`config.mk`:
```
export PLATFORM = sky130hd
export DESIGN_NAME = ext_unit_pipe
export DESIGN_NICKNAME = d
export VERILOG_FILES = /design/src/rtl/ext_unit_pipe.sv
export SDC_FILE = /design/constraint.sdc
export NUM_CORES = 1
export LEC_CHECK = 0
export CORE_ASPECT_RATIO = 0.7
export CORE_UTILIZATION = 56
export CTS_CLUSTER_DIAMETER = 100
export DETAILED_ROUTE_END_ITERATION = 12
export HOLD_SLACK_MARGIN = 0.15
export PLACE_DENSITY = 0.86
export SETUP_SLACK_MARGIN = 0.4
export SYNTH_ARGS = -nofsm -noshare
export SYNTH_HDL_FRONTEND = slang
export SYNTH_SLANG_ARGS = --single-unit
export TNS_END_PERCENT = 20
```
`constraint.sdc`:
```
create_clock -name clk -period 3.97 [get_ports clk]
set_input_delay 0.9925 -clock clk [delete_from_list [all_inputs] [get_ports clk]]
set_output_delay 0.9925 -clock clk [all_outputs]
set_load 0.01 [all_outputs]
```
`src/rtl/ext_unit_pipe.sv`:
```
// ext_unit_pipe: registered immediate/load-data extension unit with valid/ready handshake and 2-entry output buffer
// Parameters: DATA_W result/load width, IMM_W immediate field width, TAG_W sideband width
// Ports:
//   clk, rstn                      clock, asynchronous active-low reset
//   in_valid/in_ready              request handshake
//   in_op                          000 ZEXT, 001 SEXT, 010 LUI, 011 BOFF, 100 LB, 101 LBU, 110 LH, 111 LHU
//   in_data, in_boff, in_tag       immediate or load word, byte offset for loads, sideband tag
//   out_valid/out_ready            result handshake
//   out_data, out_tag, out_err     extended result, returned tag, misaligned-halfword flag
module ext_unit_pipe #(
   parameter int DATA_W = 32,
   parameter int IMM_W  = 16,
   parameter int TAG_W  = 5
) (
   input  logic                          clk,
   input  logic                          rstn,
   input  logic                          in_valid,
   output logic                          in_ready,
   input  logic [2:0]                    in_op,
   input  logic [DATA_W-1:0]             in_data,
   input  logic [$clog2(DATA_W/8)-1:0]   in_boff,
   input  logic [TAG_W-1:0]              in_tag,
   output logic                          out_valid,
   input  logic                          out_ready,
   output logic [DATA_W-1:0]             out_data,
   output logic [TAG_W-1:0]              out_tag,
   output logic                          out_err
);
   localparam int E_W = DATA_W + TAG_W + 1;
   logic [1:0]        cnt;
   logic [E_W-1:0]    head, tail, new_e;
   logic [IMM_W-1:0]  imm;
   logic [DATA_W-1:0] sext, res;
   logic [15:0]       half;
   logic              mis, push, pop;
   always_comb begin
      imm  = in_data[IMM_W-1:0];
      sext = {{(DATA_W-IMM_W){imm[IMM_W-1]}}, imm};
      // byte/half selected by shifting the addressed byte down to bit 0
      half = 16'(in_data >> {in_boff, 3'b000});
      mis  = in_op[2] & in_op[1] & in_boff[0];
      case (in_op)
         3'd0:    res = {{(DATA_W-IMM_W){1'b0}}, imm};
         3'd1:    res = sext;
         3'd2:    res = {imm, {(DATA_W-IMM_W){1'b0}}};
         3'd3:    res = DATA_W'({sext, 2'b00});
         3'd4:    res = {{(DATA_W-8){half[7]}}, half[7:0]};
         3'd5:    res = {{(DATA_W-8){1'b0}}, half[7:0]};
         3'd6:    res = mis ? '0 : {{(DATA_W-16){half[15]}}, half};
         default: res = mis ? '0 : {{(DATA_W-16){1'b0}}, half};
      endcase
      new_e = {mis, in_tag, res};
   end
   assign in_ready  = cnt != 2'd2;
   assign out_valid = cnt != 2'd0;
   assign push      = in_valid & in_ready;
   assign pop       = out_valid & out_ready;
   assign {out_err, out_tag, out_data} = head;
   // head is the output register; tail only holds the second entry while full
   always_ff @(posedge clk or negedge rstn) begin
      if (!rstn) begin
         cnt  <= 2'd0;
         head <= '0;
         tail <= '0;
      end else begin
         if (push && (cnt == 2'd0 || (cnt == 2'd1 && pop))) head <= new_e;
         else if (pop && cnt == 2'd2) head <= tail;
         if (push && cnt == 2'd1 && !pop) tail <= new_e;
         cnt <= cnt + {1'b0, push & ~pop} - {1'b0, pop & ~push};
      end
   end
endmodule

```
---- Yosys cells after proc, flatten, opt, wreduce, memory -nomap -nowiden ----
Index checks and enable logic that the tools add are counted.
word-level totals
  output and inout port bits .............. 40
  word-level logic and storage cells ...... 39
  bits of input ports ..................... 46
  memories kept ........................... 0
  latch bits .............................. 0
  bits in registers ....................... 78
  bits in writable memories ............... 0
  bits in read-only memories .............. 0
operators by class
  muxes and demuxes ....................... 5
  order comparisons ....................... 0
  divide/modulo/power cells ............... 0
  reduce and logical (&&, ||, !) cells .... 11
  add/subtract/negate cells ............... 2
  multiply operators ...................... 0
  shift operators ......................... 1
  bitwise logic cells ..................... 8
  equality and inequality tests ........... 9
operators with widths
  kind                                                                   number
  32-bit one-hot mux with 7 select lines                                 1
  38-bit 2-to-1 mux                                                      2
  32-bit 2-to-1 mux                                                      1
  32-bit by 5-bit right shift with 16-bit output                         1
  16-bit 2-to-1 mux                                                      1
  3-bit equality test, second input constant                             3
  1-bit AND                                                              6
  3-bit by 2-bit equality test with 1-bit output, second input constant  2
  1-bit logical AND                                                      5
  2-bit nonzero test                                                     2
  3-bit by 1-bit equality test with 1-bit output, second input constant  1
  3-bit logical NOT                                                      1
  2-bit by 1-bit adder with 2-bit output                                 1
  2-bit by 1-bit equality test with 1-bit output, second input constant  1
  2-bit equality test, second input constant                             1
  2-bit logical NOT                                                      1
  2-bit != test, second input constant                                   1
  1-bit inverter                                                         2
  2-bit by 1-bit subtractor with 2-bit output                            1
  1-bit logical NOT                                                      1
  1-bit logical OR                                                       1

---- Logic depth before layout (Yosys ltp) ----
  word-level depth ........................ 6
  depth in mapped cells ................... 7

---- Worst setup path after synthesis ----
OpenSTA, ideal clock, no wires.
  path kind ............................... input -> register
  from .................................... input port in_boff[1]
  to ...................................... register head[10]
  stages .................................. 6
  arrival ................................. 2.138 ns
  path slack .............................. 1.701 ns
  cell sequence ........................... buf_6 -> clkbuf_8 -> mux2_2 -> a221o_1 -> nor3_2 -> o21ai_1
on the way
  cells in the longest elaborated chain, start to end .. 4
  elaborated cells between the ends (all ways) .. 5
RTL lines
  item                                                           RTL line  source
  from (decl)                                                    21        input logic [$clog2(DATA_W/8)-1:0] in_boff,
  32-bit by 5-bit right shift with 16-bit output (*)             40        half = 16'(in_data >> {in_boff, 3'b000});
  16-bit 2-to-1 mux / 32-bit 2-to-1 mux (equally long branches)  50, 49
  32-bit one-hot mux with 7 select lines (*)                     42        case (in_op)
  38-bit 2-to-1 mux (*)                                          66        if (push && (cnt == 2'd0 || (cnt == 2'd1 && pop))) head <= new_e;
  to (signal assigned)                                           66
  to (signal assigned)                                           67        else if (pop && cnt == 2'd2) head <= tail;
  to (decl)                                                      31        logic [E_W-1:0] head, tail, new_e;
Mark *: on every way between the ends. The rest lies on a longest branch, timed or not.
A chain may end at the register's enable or synchronous reset.

---- Final worst setup path ----
  from .................................... input port in_boff[1]
  to ...................................... register head[18]
on the way
  cells in the longest elaborated chain, start to end .. 4
RTL lines
  item                                                RTL line  source
  32-bit by 5-bit right shift with 16-bit output (*)  40
  32-bit 2-to-1 mux                                   49        3'd6: res = mis ? '0 : {{(DATA_W-16){half[15]}}, half};
  32-bit one-hot mux with 7 select lines (*)          42
  38-bit 2-to-1 mux (*)                               66
Marked as above.

==> qor.csv <==
stage,metric,value,unit
status,outcome,finished clean,
power,VDD IR max,0.350,mV
detailed_routing,Metal-1 WL,5.30,mm
timing,final setup TNS,0,ps
detailed_routing,WL final,12.1,mm
yosys,"Seq/Total Area, Yosys",44.6,%
layout,fin area,5400,um2
clock_tree,clock tree from TritonCTS,done,
timing,endpoints failing setup,0,
detailed_routing,Met3 Wirelength,1.41,mm
yosys,largest family of logic cells by synthesized area,simple AND/OR/NAND/NOR gates,
floorplan,site row count,26,
yosys,Synth Area in Adders,0.572,%
grt,GRT overflow,0,
detailed_routing,met2 wire length,5.17,mm
yosys,Synth Flop Type,dfrtp_1,
placement,DP Wirelength,8.34,mm
placement,Port Buffer Count,85,
grt,initial antenna violation count,0,
clock_tree,H-tree depth,3,
detailed_routing,via/cell ratio,6.26,
yosys,Netlist cell types,55,
clock_tree,clock-pin slew on the worst setup and hold paths,80,ps
worst_setup_path,worst path cell trace,"clkdlybuf4s50_1, mux2i_4, o22ai_4, o211ai_4, nand3_1",
worst_setup_path,Worst path max stage delay,840,ps
yosys,Netlist Area Pre-Place,4370,um2
power,Lkg Pwr,2.27,nW
timing,worst-margin pin slew,1010,ps
power,Power Density,628,nW/um2
grt,largest net degree at the start of global routing,79,
floorplan,Chip Width,108,um
timing,period utilization,74.0,%
worst_setup_path,critical-path maximum fanout,15,
placement,pre-CTS setup slack,672,ps
timing,crit path time final,2940,ps
clock_tree,root buf cell,clkbuf_8,
yosys,syn nets,507,
yosys,syn_area_per_cell,9.53,um2
layout,layout cells sized above 1,11.4,%
layout,fill cell count,574,
detailed_routing,DRT iter0 DRCs,358,
yosys,post-synthesis register bit count,78,
yosys,Synth async-reset ratio,100,%
detailed_routing,top layer in use,met4,
timing,Max Clock Skew,5.60,ps
timing,RSZ-0062 raised after global routing,no,
layout,# diodes,0,
clock_tree,CTS resizes,0,
detailed_routing,vias after detailed routing,3962,
clock_tree,post-cts hold buffer count,0,
yosys,Compound-Gate Fraction of Synth Area,19.3,%
floorplan,Starting Density,59.0,%
yosys,Gate Count Post-Synth,459,
yosys,Synth Warn #,0,
layout,# nets final,578,
floorplan,I/O pins,86,
clock_tree,Clock Latency Late Sink,360,ps
clock_tree,CTS Buf Count,9,
worst_setup_path,Worst Path Required,4180,ps
worst_setup_path,Critical Path End Type,register,
floorplan,die area,8170,um2
detailed_routing,Remaining DRCs,0,
job,maxcap violations,0,
yosys,Post-synth EDFFs,0,
timing,Final Hold Vio Count,0,
grt,total track usage,31.8,%
placement,Final Wtd Congestion,0.967,
clock_tree,Max Root-Sink Buffers,2,
worst_setup_path,data arrival time of the worst path,3140,ps
floorplan,chip height,75.9,um
placement,Post-Place Cell Area,5200,um2
layout,final non-filler cell total,633,
timing,fmax,341,MHz
detailed_routing,router iterations before antenna repair,6,
detailed_routing,Routed Antenna Nets,0,
grt,first-pass GRT wire length,19.9,mm
layout,utilization after layout,72.8,%
floorplan,area of the core,7420,um2
worst_hold_path,Hold WC Path Type,reg -> reg,
yosys,multiplexer share of the synthesized area,5.35,%
worst_setup_path,Worst path slowest cell,clkdlybuf4s50_1,
timing,Relative slew margins,32.5,%
timing,Final Max Slew Viols,0,
yosys,Post-Synth XOR/XNOR Area,0.400,%
clock_tree,postcts setup bufs,0,
layout,"most common cell after layout, fill and taps aside",clkdlybuf4s50_1,
worst_setup_path,WP buf/inv,1,
worst_setup_path,CP Launch Type,primary input,
layout,synthesis-to-layout area growth,23.5,%
timing,Setup WS post-layout,1030,ps
detailed_routing,DR WL/cell,19.1,um
clock_tree,CTS sink count,78,
grt,vias in the first global route,3799,
yosys,Simple-Gate Fraction of Synth Area,23.8,%
layout,most frequent cells in the layout,"84 x clkdlybuf4s50_1, 81 x nand2_1, 78 x dfrtp_1, 35 x nor2_1, 27 x a31oi_1",
worst_setup_path,"CP delay by family, top",buffers and inverters,
worst_setup_path,Crit Path Category,in -> reg,
placement,DP Cell Count,617,
==> registers in the layout, indices dropped and copies added (netlist names) <==
name and cells:
tail 38, cnt 2, head 38
==> stage by stage <==
stage                     hold slack (ps)  total power (W)
after floorplan                       446          0.00213
after global placement                456          0.00271
after detailed placement              462          0.00278
after CTS                             483          0.00339
after global routing                  517          0.00361
final                                 483          0.00339
==> worst paths after layout <==
kind	startpoint	endpoint	slack (ps)	cells after the start
worst max-delay path	in_boff[1]	head[18]	1030	5
worst min-delay path	tail[36]	tail[36]	480	2
worst min register to register	tail[36]	tail[36]	480	2
max in group asynchronous	rstn	tail[26]	2550	1
worst max register to register	cnt[1]	tail[6]	1890	4
min in group asynchronous	rstn	tail[4]	800	1
==> final cells by class <==
cell class | instances | area (um2) | share of cell area [%]
Multi-Input combinational cell | 338 | 2170 | 40.1
Sequential cell | 78 | 1950 | 36.1
Timing Repair Buffer | 97 | 938 | 17.4
Clock buffer | 10 | 128 | 2.36
Tap cell | 98 | 123 | 2.27
Clock inverter | 6 | 71.3 | 1.32
Inverter | 6 | 22.5 | 0.417
==> cell families (layout without fill, tap and decap cells) <==
logic type / count (synthesis) / count (layout)
AO/OA/AOI/OAI: 118 / 118
XOR/XNOR: 2 / 2
adder cells (fa/ha/maj): 2 / 2
buffers and inverters: 43 / 119
flip-flops: 78 / 78
multiplexers: 15 / 15
AND/OR/NAND/NOR: 201 / 201
==> worst reg2reg max path, delay by kind of cell, from the launching register on <==
kind	cells	cell delay (ps)
AOI/OAI and AO/OA	1	130
DFF	1	460
and+or+nand+nor	3	1320
==> cells in the mapped netlist, types with 2 or more instances <==
cell / number / area share, %
xnor2_1: 2 / 0.40
mux2i_4: 2 / 1.0
mux4_2: 4 / 2.1
o21ai_1: 12 / 1.4
nand2_1: 81 / 7.0
nor2b_1: 11 / 1.6
a31oi_1: 27 / 3.9
nand3b_1: 4 / 0.69
and3b_1: 2 / 0.40
nand4b_1: 2 / 0.40
buf_6: 9 / 2.3
a221oi_2: 2 / 0.69
a221oi_1: 3 / 0.60
buf_4: 3 / 0.51
and4b_1: 6 / 1.4
dfrtp_1: 78 / 45
mux2_2: 7 / 1.8
nor3_2: 4 / 0.92
a22oi_1: 22 / 3.8
a221o_1: 10 / 2.3
ha_1: 2 / 0.57
nor2_1: 35 / 3.0
and2b_1: 2 / 0.34
nand3_1: 25 / 2.9
and3_1: 4 / 0.57
a21oi_1: 16 / 1.8
o211a_1: 2 / 0.46
o21ai_0: 13 / 1.5
buf_2: 8 / 0.92
nand2b_1: 12 / 1.7
mux2i_1: 2 / 0.46
nor3_1: 3 / 0.34
inv_1: 6 / 0.51
o21a_1: 2 / 0.34
clkbuf_1: 16 / 1.4
==> power by group <==
part | switching [W] | internal [W] | total (W)
registers | 0.000222 | 0.00116 | 0.00139
clock network | 0.000315 | 0.000296 | 0.000611
logic | 0.000694 | 0.000699 | 0.00139
==> layer usage <==
metal  track usage [%]  vias up
met1              46.3     1908
met5                 0        -
li1                  -     1805
met4              10.1        0
met3              9.38       20
met2              45.4      229
(Power assumes the default switching activity.)
